--- src/rtl/ctrl_pkg.sv ---
// Shared encodings for the multi-cycle MIPS control unit: FSM states, opcodes,
// datapath mux selects and the bundled control-word type.
package ctrl_pkg;

    typedef enum logic [3:0] {
        S_IDLE,
        S_FETCH,
        S_DECODE,
        S_MEM_ADDR,
        S_MEM_RD,
        S_MEM_WB,
        S_MEM_WR,
        S_EXEC_R,
        S_ALU_WB_R,
        S_EXEC_I,
        S_ALU_WB_I,
        S_BRANCH,
        S_JUMP,
        S_FAULT
    } state_t;

    localparam logic [5:0] OP_RTYPE = 6'b000000;
    localparam logic [5:0] OP_LW    = 6'b100011;
    localparam logic [5:0] OP_SW    = 6'b101011;
    localparam logic [5:0] OP_BEQ   = 6'b000100;
    localparam logic [5:0] OP_J     = 6'b000010;
    localparam logic [5:0] OP_ADDI  = 6'b001000;

    typedef enum logic [1:0] {
        PCSRC_ALU    = 2'b00,
        PCSRC_ALUOUT = 2'b01,
        PCSRC_JUMP   = 2'b10
    } pc_src_t;

    typedef enum logic [1:0] {
        ALUB_REG     = 2'b00,
        ALUB_FOUR    = 2'b01,
        ALUB_IMM     = 2'b10,
        ALUB_IMM_SH2 = 2'b11
    } alu_src_b_t;

    typedef enum logic [1:0] {
        ALU_ADD   = 2'b00,
        ALU_SUB   = 2'b01,
        ALU_FUNCT = 2'b10
    } alu_op_t;

    typedef struct packed {
        logic       pc_write;
        logic       pc_write_cond;
        pc_src_t    pc_source;
        logic       iord;
        logic       mem_read;
        logic       mem_write;
        logic       ir_write;
        logic       reg_dst;
        logic       mem_to_reg;
        logic       reg_write;
        logic       alu_src_a;
        alu_src_b_t alu_src_b;
        alu_op_t    alu_op;
    } ctrl_out_t;

    // States in which the FSM stalls on mem_ready and the wait timer runs.
    function automatic logic is_wait_state(state_t s);
        return (s == S_FETCH) || (s == S_MEM_RD) || (s == S_MEM_WR);
    endfunction

endpackage

--- src/rtl/mc_controller_if.sv ---
// Control-unit bus: opcode and memory handshake in, datapath strobes and
// mux selects out, plus the sticky fault flags.
interface mc_controller_if;
    logic [5:0] opcode;
    logic       mem_ready;
    logic       pc_write;
    logic       pc_write_cond;
    logic [1:0] pc_source;
    logic       iord;
    logic       mem_read;
    logic       mem_write;
    logic       ir_write;
    logic       reg_dst;
    logic       mem_to_reg;
    logic       reg_write;
    logic       alu_src_a;
    logic [1:0] alu_src_b;
    logic [1:0] alu_op;
    logic       illegal_op;
    logic       bus_err;

    modport master (
        input  opcode, mem_ready,
        output pc_write, pc_write_cond, pc_source, iord, mem_read, mem_write,
               ir_write, reg_dst, mem_to_reg, reg_write, alu_src_a, alu_src_b,
               alu_op, illegal_op, bus_err
    );

    modport slave (
        output opcode, mem_ready,
        input  pc_write, pc_write_cond, pc_source, iord, mem_read, mem_write,
               ir_write, reg_dst, mem_to_reg, reg_write, alu_src_a, alu_src_b,
               alu_op, illegal_op, bus_err
    );
endinterface

--- src/rtl/mem_wait_timer.sv ---
// Counts consecutive memory wait cycles; done flags the cycle in which the
// count would reach MEM_TIMEOUT with the access still outstanding.
module mem_wait_timer #(
    parameter int MEM_TIMEOUT = 16
) (
    input  logic clk,
    input  logic rst,
    input  logic clear,
    input  logic enable,
    output logic done
);
    localparam int CW = $clog2(MEM_TIMEOUT + 1);

    logic [CW-1:0] count;

    // NOTE: sequential state uses non-blocking assignments so every flop
    // samples pre-edge values regardless of block ordering.
    always_ff @(posedge clk) begin
        if (rst || clear) begin
            count <= '0;
        end else if (enable) begin
            count <= count + CW'(1);
        end
    end

    assign done = enable && (count == CW'(MEM_TIMEOUT - 1));

endmodule

--- src/rtl/mc_controller.sv ---
// Multi-cycle MIPS control FSM (lw/sw/beq/j/addi/R-type) with memory-wait
// timeout and sticky illegal-opcode / bus-error flags.
module mc_controller
    import ctrl_pkg::*;
#(
    parameter int MEM_TIMEOUT = 16
) (
    input  logic            clk,
    input  logic            rst,
    mc_controller_if.master bus
);
    state_t    state;
    state_t    next_state;
    ctrl_out_t ctl;
    logic      illegal_op;
    logic      bus_err;
    logic      set_illegal;
    logic      set_bus_err;
    logic      in_wait;
    logic      wait_done;

    assign in_wait = is_wait_state(state);

    // Completing an access clears the count, so mem_ready beats a timeout.
    mem_wait_timer #(.MEM_TIMEOUT(MEM_TIMEOUT)) u_wait_timer (
        .clk    (clk),
        .rst    (rst),
        .clear  (!in_wait || bus.mem_ready),
        .enable (in_wait && !bus.mem_ready),
        .done   (wait_done)
    );

    always_ff @(posedge clk) begin
        if (rst) begin
            state <= S_IDLE;
        end else begin
            state <= next_state;
        end
    end

    always_ff @(posedge clk) begin
        if (rst) begin
            illegal_op <= 1'b0;
            bus_err    <= 1'b0;
        end else begin
            if (set_illegal) illegal_op <= 1'b1;
            if (set_bus_err) bus_err    <= 1'b1;
        end
    end

    // NOTE: defaults first keep every path assigned, so no latches are inferred.
    always_comb begin
        next_state  = state;
        set_illegal = 1'b0;
        set_bus_err = 1'b0;
        case (state)
            S_IDLE: next_state = S_FETCH;
            S_FETCH: begin
                if (bus.mem_ready) begin
                    next_state = S_DECODE;
                end else if (wait_done) begin
                    next_state  = S_FAULT;
                    set_bus_err = 1'b1;
                end
            end
            S_DECODE: begin
                case (bus.opcode)
                    OP_RTYPE:     next_state = S_EXEC_R;
                    OP_LW, OP_SW: next_state = S_MEM_ADDR;
                    OP_BEQ:       next_state = S_BRANCH;
                    OP_J:         next_state = S_JUMP;
                    OP_ADDI:      next_state = S_EXEC_I;
                    default: begin
                        next_state  = S_FAULT;
                        set_illegal = 1'b1;
                    end
                endcase
            end
            S_MEM_ADDR: next_state = (bus.opcode == OP_LW) ? S_MEM_RD : S_MEM_WR;
            S_MEM_RD: begin
                if (bus.mem_ready) begin
                    next_state = S_MEM_WB;
                end else if (wait_done) begin
                    next_state  = S_FAULT;
                    set_bus_err = 1'b1;
                end
            end
            S_MEM_WR: begin
                if (bus.mem_ready) begin
                    next_state = S_FETCH;
                end else if (wait_done) begin
                    next_state  = S_FAULT;
                    set_bus_err = 1'b1;
                end
            end
            S_MEM_WB, S_ALU_WB_R, S_ALU_WB_I, S_BRANCH, S_JUMP: next_state = S_FETCH;
            S_EXEC_R:   next_state = S_ALU_WB_R;
            S_EXEC_I:   next_state = S_ALU_WB_I;
            S_FAULT:    next_state = S_FAULT;
            default:    next_state = S_FAULT;
        endcase
    end

    always_comb begin
        ctl = '0;
        case (state)
            S_FETCH: begin
                ctl.mem_read  = 1'b1;
                ctl.alu_src_b = ALUB_FOUR;
                ctl.pc_write  = bus.mem_ready;
                ctl.ir_write  = bus.mem_ready;
            end
            S_DECODE:   ctl.alu_src_b = ALUB_IMM_SH2;
            S_MEM_ADDR, S_EXEC_I: begin
                ctl.alu_src_a = 1'b1;
                ctl.alu_src_b = ALUB_IMM;
            end
            S_MEM_RD: begin
                ctl.mem_read = 1'b1;
                ctl.iord     = 1'b1;
            end
            S_MEM_WB: begin
                ctl.reg_write  = 1'b1;
                ctl.mem_to_reg = 1'b1;
            end
            S_MEM_WR: begin
                ctl.mem_write = 1'b1;
                ctl.iord      = 1'b1;
            end
            S_EXEC_R: begin
                ctl.alu_src_a = 1'b1;
                ctl.alu_op    = ALU_FUNCT;
            end
            S_ALU_WB_R: begin
                ctl.reg_write = 1'b1;
                ctl.reg_dst   = 1'b1;
            end
            S_ALU_WB_I: ctl.reg_write = 1'b1;
            S_BRANCH: begin
                ctl.alu_src_a     = 1'b1;
                ctl.alu_op        = ALU_SUB;
                ctl.pc_write_cond = 1'b1;
                ctl.pc_source     = PCSRC_ALUOUT;
            end
            S_JUMP: begin
                ctl.pc_write  = 1'b1;
                ctl.pc_source = PCSRC_JUMP;
            end
            default: ;
        endcase
    end

    assign bus.pc_write      = ctl.pc_write;
    assign bus.pc_write_cond = ctl.pc_write_cond;
    assign bus.pc_source     = ctl.pc_source;
    assign bus.iord          = ctl.iord;
    assign bus.mem_read      = ctl.mem_read;
    assign bus.mem_write     = ctl.mem_write;
    assign bus.ir_write      = ctl.ir_write;
    assign bus.reg_dst       = ctl.reg_dst;
    assign bus.mem_to_reg    = ctl.mem_to_reg;
    assign bus.reg_write     = ctl.reg_write;
    assign bus.alu_src_a     = ctl.alu_src_a;
    assign bus.alu_src_b     = ctl.alu_src_b;
    assign bus.alu_op        = ctl.alu_op;
    assign bus.illegal_op    = illegal_op;
    assign bus.bus_err       = bus_err;

endmodule

--- src/flat_wrapper.sv ---
// flat-port wrapper written by rule: the top's interface ports become plain ports
module mc_controller_flat import ctrl_pkg::*;
#(
    parameter int MEM_TIMEOUT = 16
)
  (clk, rst, bus_opcode, bus_mem_ready, bus_pc_write, bus_pc_write_cond, bus_pc_source, bus_iord, bus_mem_read, bus_mem_write, bus_ir_write, bus_reg_dst, bus_mem_to_reg, bus_reg_write, bus_alu_src_a, bus_alu_src_b, bus_alu_op, bus_illegal_op, bus_bus_err);
  mc_controller_if bus_i ();
  input  logic clk;
  input  logic rst;
  input wire logic [$bits(bus_i.opcode)-1:0] bus_opcode;
  input wire logic [$bits(bus_i.mem_ready)-1:0] bus_mem_ready;
  output wire logic [$bits(bus_i.pc_write)-1:0] bus_pc_write;
  output wire logic [$bits(bus_i.pc_write_cond)-1:0] bus_pc_write_cond;
  output wire logic [$bits(bus_i.pc_source)-1:0] bus_pc_source;
  output wire logic [$bits(bus_i.iord)-1:0] bus_iord;
  output wire logic [$bits(bus_i.mem_read)-1:0] bus_mem_read;
  output wire logic [$bits(bus_i.mem_write)-1:0] bus_mem_write;
  output wire logic [$bits(bus_i.ir_write)-1:0] bus_ir_write;
  output wire logic [$bits(bus_i.reg_dst)-1:0] bus_reg_dst;
  output wire logic [$bits(bus_i.mem_to_reg)-1:0] bus_mem_to_reg;
  output wire logic [$bits(bus_i.reg_write)-1:0] bus_reg_write;
  output wire logic [$bits(bus_i.alu_src_a)-1:0] bus_alu_src_a;
  output wire logic [$bits(bus_i.alu_src_b)-1:0] bus_alu_src_b;
  output wire logic [$bits(bus_i.alu_op)-1:0] bus_alu_op;
  output wire logic [$bits(bus_i.illegal_op)-1:0] bus_illegal_op;
  output wire logic [$bits(bus_i.bus_err)-1:0] bus_bus_err;
  assign bus_i.opcode = bus_opcode;
  assign bus_i.mem_ready = bus_mem_ready;
  assign bus_pc_write = bus_i.pc_write;
  assign bus_pc_write_cond = bus_i.pc_write_cond;
  assign bus_pc_source = bus_i.pc_source;
  assign bus_iord = bus_i.iord;
  assign bus_mem_read = bus_i.mem_read;
  assign bus_mem_write = bus_i.mem_write;
  assign bus_ir_write = bus_i.ir_write;
  assign bus_reg_dst = bus_i.reg_dst;
  assign bus_mem_to_reg = bus_i.mem_to_reg;
  assign bus_reg_write = bus_i.reg_write;
  assign bus_alu_src_a = bus_i.alu_src_a;
  assign bus_alu_src_b = bus_i.alu_src_b;
  assign bus_alu_op = bus_i.alu_op;
  assign bus_illegal_op = bus_i.illegal_op;
  assign bus_bus_err = bus_i.bus_err;
  mc_controller #(.MEM_TIMEOUT(MEM_TIMEOUT)) u_core (.clk(clk), .rst(rst), .bus(bus_i));
endmodule
--- config.mk ---
export PLATFORM = sky130hd
export DESIGN_NAME = mc_controller_flat
export DESIGN_NICKNAME = d
export VERILOG_FILES = /design/src/rtl/ctrl_pkg.sv /design/src/rtl/mc_controller_if.sv /design/src/rtl/mem_wait_timer.sv /design/src/rtl/mc_controller.sv /design/src/flat_wrapper.sv
export SDC_FILE = /design/constraint.sdc
export NUM_CORES = 1
export LEC_CHECK = 0
export BUFFER_PORTS_ARGS = -buffer_cell sky130_fd_sc_hd__buf_2
export CORE_ASPECT_RATIO = 1.25
export CORE_MARGIN = 1.5
export CORE_UTILIZATION = 35
export DETAILED_ROUTE_END_ITERATION = 10
export MAX_ROUTING_LAYER = met4
export SYNTH_ARGS = -nofsm -noshare
export SYNTH_HDL_FRONTEND = slang
export SYNTH_HIERARCHICAL = 1
export SYNTH_SLANG_ARGS = --single-unit
--- constraint.sdc ---
create_clock -name clk -period 2.5 [get_ports clk]
set_input_delay 0.375 -clock clk [delete_from_list [all_inputs] [get_ports clk]]
set_output_delay 0.375 -clock clk [all_outputs]
set_load 0.05 [all_outputs]
==> results of run 1 <==
-- worst max path at each step --
stage	to	from	cells past startpoint	slack (ns)
CTS	u_core/state[0]$_SDFF_PP0_	u_core/state[3]$_SDFF_PP0_	7	0.30
global placement	u_core/state[0]$_SDFF_PP0_	u_core/u_wait_timer/count[0]$_SDFFE_PP0P_	7	0.41
detailed placement	u_core/state[0]$_SDFF_PP0_	u_core/state[3]$_SDFF_PP0_	7	0.33
global route	u_core/state[0]$_SDFF_PP0_	u_core/state[3]$_SDFF_PP0_	7	0.12
floorplan	u_core/state[0]$_SDFF_PP0_	u_core/state[2]$_SDFF_PP0_	10	0.05
finish	u_core/state[0]$_SDFF_PP0_	u_core/state[3]$_SDFF_PP0_	7	0.26
-- registers in the layout (all words and copies together), names as in the netlist --
register,flops
u_core/bus.bus_err,1
u_core/u_wait_timer/count,5
u_core/bus.illegal_op,1
u_core/state,4
-- layer usage --
layer / up-vias / wire length, um / global-route usage (%)
met1: 432 / 1029 / 17.34
met5: - / 0 / -
met4: 0 / 30 / 5.556
li1: 491 / - / -
met3: 4 / 119 / 4.126
met2: 28 / 1137 / 30.67
-- logic make-up after synthesis --
group	synth area share, %
and+or+nand+nor	35.23
buffers and inverters	6.332
xor gates and xnor gates	2.771
DFF	23.22
AOI/OAI and AO/OA	26.12
adders and majority gates	3.694
muxes	2.638
-- critical path, delay by kind of cell (launching register included) --
kind | cells | cell delay (ns)
flip-flops | 1 | 0.59
buffers and inverters | 1 | 0.10
AND/OR/NAND/NOR | 3 | 0.99
AO/OA/AOI/OAI | 3 | 0.44
-- area by class of cell --
cell class | instances | area share, %
timing repair buffer | 30 | 14.14
clock buffer | 3 | 1.989
tap | 33 | 3.646
clock inverter | 1 | 0.4420
multi-input combinational | 95 | 59.01
inverter | 4 | 1.326
sequential | 11 | 19.45
-- layout by cell type (no fill, tap or decap), drive strengths merged, types with 2 or more instances in the layout --
master and count:
nor2 17, nor4b 2, a211oi 4, and2 2
clkbuf 3, nand2b 3, ha 2, buf 30
nand2 6, o21ai 4, nand3b 3, a21oi 5
o211ai 5, nand4b 2, a41oi 2, nor2b 3
nor3 4, inv 4, nor3b 2, and3 3
xnor2 3, or2 4, dfxtp 11
-- metrics by stage --
stage | worst slack, ns | instance area [um^2] | utilization [%] | power (mW)
after global placement | 0.4103 | 1105 | 44.15 | 0.5897
after detailed placement | 0.3290 | 1105 | 44.15 | 0.5922
after floorplan | 0.04599 | 948.4 | - | 0.5101
after global routing | 0.1243 | 1132 | 45.25 | 0.7640
final | 0.2642 | 1132 | 45.25 | 0.7176
after CTS | 0.2985 | 1132 | 45.25 | 0.7202
-- where the power goes --
group	total, mW	leakage [nW]	internal, mW	switching [mW]
registers	0.204	0.0893	0.189	0.0148
logic	0.388	0.351	0.117	0.272
clock network	0.125	0.0177	0.0593	0.0662
total	0.718	0.458	0.365	0.353
==> results.py, run 1 <==
metrics = {
    "sta": {
        "max_slew_margin_pct": 58.75,
        "fin_tns_setup_ns": 0,
        "setup-violations-final": 0,
        "fmax_mhz": 447.3,
        "fin_crit_ns": 2.236,
        "rsz0062_at_grt": "no",
        "holdWs_ns": 0.4047,
        "tightestPinTransition_ns": 0.6101,
        "finalCritPeriodShare_pct": 89.43,
        "final_max_slew_viol_count": 0,
        "skew_ns": 0.001734,
        "hold_viol": 0,
    },
    "floorplanning": {
        "rows": 20,
        "initial_core_util_pct": 37.90,
        "die_h_um": 61.20,
        "die_x_um": 49.56,
        "ios": 27,
        "core-area_um2": 2502,
        "die_area_um2": 3033,
    },
    "synthesis": {
        "synth_edf_count": 0,
        "synth_top_flop_cell": "dfxtp_1",
        "synth_cell_type_count": 47,
        "synth_nets": 129,
        "ys_ff_latch": 11,
        "async_flop_share_pct": 0,
        "ys_seq_area_share_pct": 23.22,
        "synth_top_area_share_pct": 23.22,
        "ys_warn_count": 6,
        "synth_top_cell_by_area": "dfxtp_1",
        "syn_area_per_cell_um2": 8.037,
        "yosys-top-cells-area": "dfxtp_1, nor2_1, o211ai_1",
        "synth_common_cells": "nor2_1, dfxtp_1, nand2_1",
        "synth_most_common_cell": "nor2_1",
        "syn-instance-count": 118,
        "netlist_area_um2": 948.4,
    },
    "hold_path": {
        "hp-start": "rst",
        "whs_path_depth": 2,
        "hold_path_end": "u_core/bus.bus_err$_SDFFE_PP0P_",
        "hold_path_class": "input pin to flip-flop",
    },
    "cts": {
        "clk_latency_ns": 0.27,
        "cts.repair.resized": 0,
        "cts.sinks": 11,
        "ctsRootBufferMaster": "clkbuf_4",
        "cts_tree": "yes",
        "cts.path.max_buffers": 2,
        "post_cts_buffers": 0,
        "holdBufCountCts": 0,
        "clkTransAtPathRegs_ns": 0.08,
        "cts_made_buffers": 3,
        "h-tree-depth": 1,
    },
    "cells_and_area": {
        "fillCellCount": 269,
        "seq_area_um2": 220.2,
        "drive_above_1_share_pct": 31.94,
        "instances_no_fill": 177,
        "final_nets": 156,
        "area_growth_pct": 19.39,
        "antennaDiodeCount": 0,
        "multiInputGateArea_um2": 668.1,
    },
    "global_routing": {
        "grt_max_degree": 19,
        "gr-usage-all-layers_pct": 16.58,
        "gr-total-overflow": 0,
        "antenna_found_initial": 0,
        "grt_pass1_vias": 823,
        "grt_pass1_wl_um": 3760,
    },
    "setup_path": {
        "crit_path_end_kind": "flip-flop",
        "critPathMaxFanout": 14,
        "required_ns": 2.65,
        "reg2reg_slack_ns": 0.26,
        "max_stage_delay_ns": 0.64,
        "crit_slowest_cell": "or4b_2",
        "r2r_end": "u_core/state[0]$_SDFF_PP0_",
        "path_class": "flip-flop to flip-flop",
        "critPathArrivalTime_ns": 2.39,
        "reg2reg_depth": 7,
        "crit_chain": "nor2_1 > o21ai_0 > inv_1 > and2_1 > or4b_2 > o211ai_1 > a311oi_1",
        "critPathLaunchType": "flip-flop",
        "timing.rr.start": "u_core/state[3]$_SDFF_PP0_",
    },
    "power": {
        "leakagePower_nw": 0.4579,
        "ir_drop_mv": 0.3581,
        "power_density_nw_per_um2": 633.8,
    },
    "drt": {
        "detail_route.wirelength_um": 2316,
        "drt_iter0_drc": 16,
        "drtAntennaViolNets": 0,
        "dr_total_vias": 955,
        "drc_errors": 0,
        "viasPerCell": 5.395,
        "dr.pass1.iters": 4,
        "wl_per_cell_um": 13.08,
    },
    "placement": {
        "hpwl_um": 1744,
        "place.gp.congestion": 0.9026,
        "portBuffers": 26,
        "dp_cells": 173,
    },
    "run_status": {
        "status": "finished clean",
    },
    "flow_run": {
        "cap_viol_max_count": 0,
    },
}
Power figures use the tool's default switching activity.
==> inputs of run 2 (changes only) <==
--- a/config.mk
+++ b/config.mk
@@ -11,6 +11,7 @@
 export CORE_UTILIZATION = 35
 export DETAILED_ROUTE_END_ITERATION = 10
 export MAX_ROUTING_LAYER = met4
+export SLEW_MARGIN = 5
 export SYNTH_ARGS = -nofsm -noshare
 export SYNTH_HDL_FRONTEND = slang
 export SYNTH_HIERARCHICAL = 1
==> constraint.sdc (replaced) <==
create_clock -name clk -period 2.2 [get_ports clk]
set_input_delay 0.33 -clock clk [delete_from_list [all_inputs] [get_ports clk]]
set_output_delay 0.33 -clock clk [all_outputs]
set_load 0.05 [all_outputs]
==> run 2 against run 1 <==
Net effect:
- core utilization rose by 1.0 points
- critical path depth did not move
- largest power group unchanged
- highest routed layer unchanged
- worst setup slack got worse by 0.17 ns
- global-route usage is 1.3 points higher
- first-iteration DRC count up 25%
- critical path type unchanged
==> results.py, run 2 (synthesis results as in run 1) <==
metrics = {
    "setup_path": {
        "critPathMaxFanout": 3,
        "reg2reg_slack_ns": 0.1,
        "crit_chain": "ha_1 > and3_1 > ha_1 > and2_1 > or4b_2 > o211ai_1 > a311oi_1",
        "critPathArrivalTime_ns": 2.25,
        "timing.rr.start": "u_core/u_wait_timer/count[0]$_SDFFE_PP0P_",
        "cp_top_family": "simple AND/OR/NAND/NOR gates",
        "crit_slowest_cell": "or4b_2",
        "path_class": "flip-flop to flip-flop",
        "critPathLaunchType": "flip-flop",
        "max_stage_delay_ns": 0.63,
        "crit_path_end_kind": "flip-flop",
        "r2r_end": "u_core/state[0]$_SDFF_PP0_",
        "path_buf_inv": 0,
        "crit_top_cell": "ha_1",
        "required_ns": 2.35,
        "reg2reg_depth": 7,
    },
    "drt": {
        "wl_per_cell_um": 13.68,
        "dr_total_vias": 1012,
        "drc_errors": 0,
        "drt_iter0_drc": 20,
        "viasPerCell": 5.622,
        "drtAntennaViolNets": 0,
        "dr.pass1.iters": 4,
        "detail_route.wirelength_um": 2463,
    },
    "placement": {
        "place_area_um2": 1127,
        "dp_cells": 176,
        "portBuffers": 26,
        "place.gp.congestion": 0.8321,
        "hpwl_um": 1813,
    },
    "global_routing": {
        "grt_max_degree": 19,
        "grt_pass1_wl_um": 4071,
        "gr-total-overflow": 0,
        "gr-usage-all-layers_pct": 17.88,
        "antenna_found_initial": 0,
        "grt_pass1_vias": 918,
    },
    "sta": {
        "holdWs_ns": 0.3476,
        "tightestPinTransition_ns": 0.6721,
        "fin_crit_ns": 2.103,
        "fmax_mhz": 475.5,
        "hold_viol": 0,
        "final_max_slew_viol_count": 0,
        "setup-violations-final": 0,
        "finalCritPeriodShare_pct": 95.59,
        "max_slew_margin_pct": 54.56,
        "skew_ns": 0.003053,
    },
    "cells_and_area": {
        "fin_util_pct": 46.25,
        "top_regs": "u_core/u_wait_timer/count: 5 flops, u_core/state: 4 flops",
        "final_cell_mix": "buf_2, nor2_1, dfxtp_1, buf_4, nand2_1",
        "drive_above_1_share_pct": 34.69,
        "regMostFlops": "u_core/u_wait_timer/count",
        "largest_reg_flops": 5,
        "final_nets": 159,
        "multiInputGateArea_um2": 668.1,
        "area_growth_pct": 22.03,
        "post-route-cell-area_um2": 1157,
        "instances_no_fill": 180,
        "fillCellCount": 264,
        "seq_area_um2": 222.7,
        "antennaDiodeCount": 0,
        "mostFrequentLayoutCell": "buf_2",
    },
    "cts": {
        "cts.path.max_buffers": 2,
        "cts_tree": "yes",
        "ctsRootBufferMaster": "clkbuf_4",
        "clkTransAtPathRegs_ns": 0.08,
        "h-tree-depth": 1,
        "clk_latency_ns": 0.27,
        "cts.sinks": 11,
        "cts_made_buffers": 3,
    },
    "flow_run": {
        "cap_viol_max_count": 0,
    },
    "floorplanning": {
        "initial_core_util_pct": 37.90,
        "ios": 27,
        "core-area_um2": 2502,
        "die_x_um": 49.56,
        "rows": 20,
        "die_h_um": 61.20,
        "die_area_um2": 3033,
    },
    "hold_path": {
        "hold_path_end": "u_core/bus.illegal_op$_SDFFE_PP0P_",
        "whs_path_depth": 2,
        "hp-start": "rst",
        "hold_path_class": "input pin to flip-flop",
    },
    "power": {
        "ir_drop_mv": 0.5072,
        "leakagePower_nw": 0.4751,
        "power_density_nw_per_um2": 717.8,
    },
    "run_status": {
        "status": "finished clean",
    },
}
run 2: cell count changes in the layout (fill, tap and decap cells not counted), sizes merged:
cell	before	now
buf	30	33
run 2: where the power goes:
group / switching, mW / internal (mW)
clock network: 0.0782 / 0.0674
logic: 0.320 / 0.138
registers: 0.0118 / 0.215
total: 0.410 / 0.421
run 2: worst max path at each step:
stage | to | start | depth (start not counted)
global placement | u_core/state[0]$_SDFF_PP0_ | u_core/u_wait_timer/count[0]$_SDFFE_PP0P_ | 7
CTS | u_core/state[0]$_SDFF_PP0_ | u_core/u_wait_timer/count[0]$_SDFFE_PP0P_ | 7
global route | u_core/state[0]$_SDFF_PP0_ | u_core/u_wait_timer/count[0]$_SDFFE_PP0P_ | 7
finish | u_core/state[0]$_SDFF_PP0_ | u_core/u_wait_timer/count[0]$_SDFFE_PP0P_ | 7
floorplan | u_core/state[0]$_SDFF_PP0_ | u_core/state[2]$_SDFF_PP0_ | 10
detailed placement | u_core/state[0]$_SDFF_PP0_ | u_core/u_wait_timer/count[0]$_SDFFE_PP0P_ | 7
run 2: per-layer routing:
metal	wire (um)	up-vias	track usage (%)
met3	138	6	3.398
met5	0	-	-
met2	1213	38	32.38
met1	1066	471	19.47
met4	44	0	7.143
li1	-	497	-
run 2: area by class of cell:
type | count | share of cell area [%]
clock inverter | 1 | 0.4324
sequential | 11 | 19.24
multi-input combinational | 95 | 57.73
inverter | 4 | 1.297
timing repair buffer | 33 | 15.78
clock buffer | 3 | 1.946
tap | 33 | 3.568
run 2: worst register-to-register path, stage by stage (launching register included):
cell and delay [ns]:
dfxtp_2 0.35, ha_1 0.23, and3_1 0.19, ha_1 0.18
and2_1 0.16, or4b_2 0.63, o211ai_1 0.13, a311oi_1 0.12
run 2: through the flow:
step                       TNS (ns)  setup slack (ns)  total power [mW]
after floorplan            -0.06738          -0.06738            0.5906
after global placement            0            0.1597            0.6780
after detailed placement          0            0.1005            0.6841
after CTS                         0           0.07514            0.8247
after global routing      -0.001196         -0.001196            0.8790
final                             0           0.09698            0.8307
run 2: what timing repair did:
action	4_1_cts	5_1_grt
endpoints found under the setup margin	0	1
buffers inserted	0	0
hold buffers	0	0
resized for setup	0	2
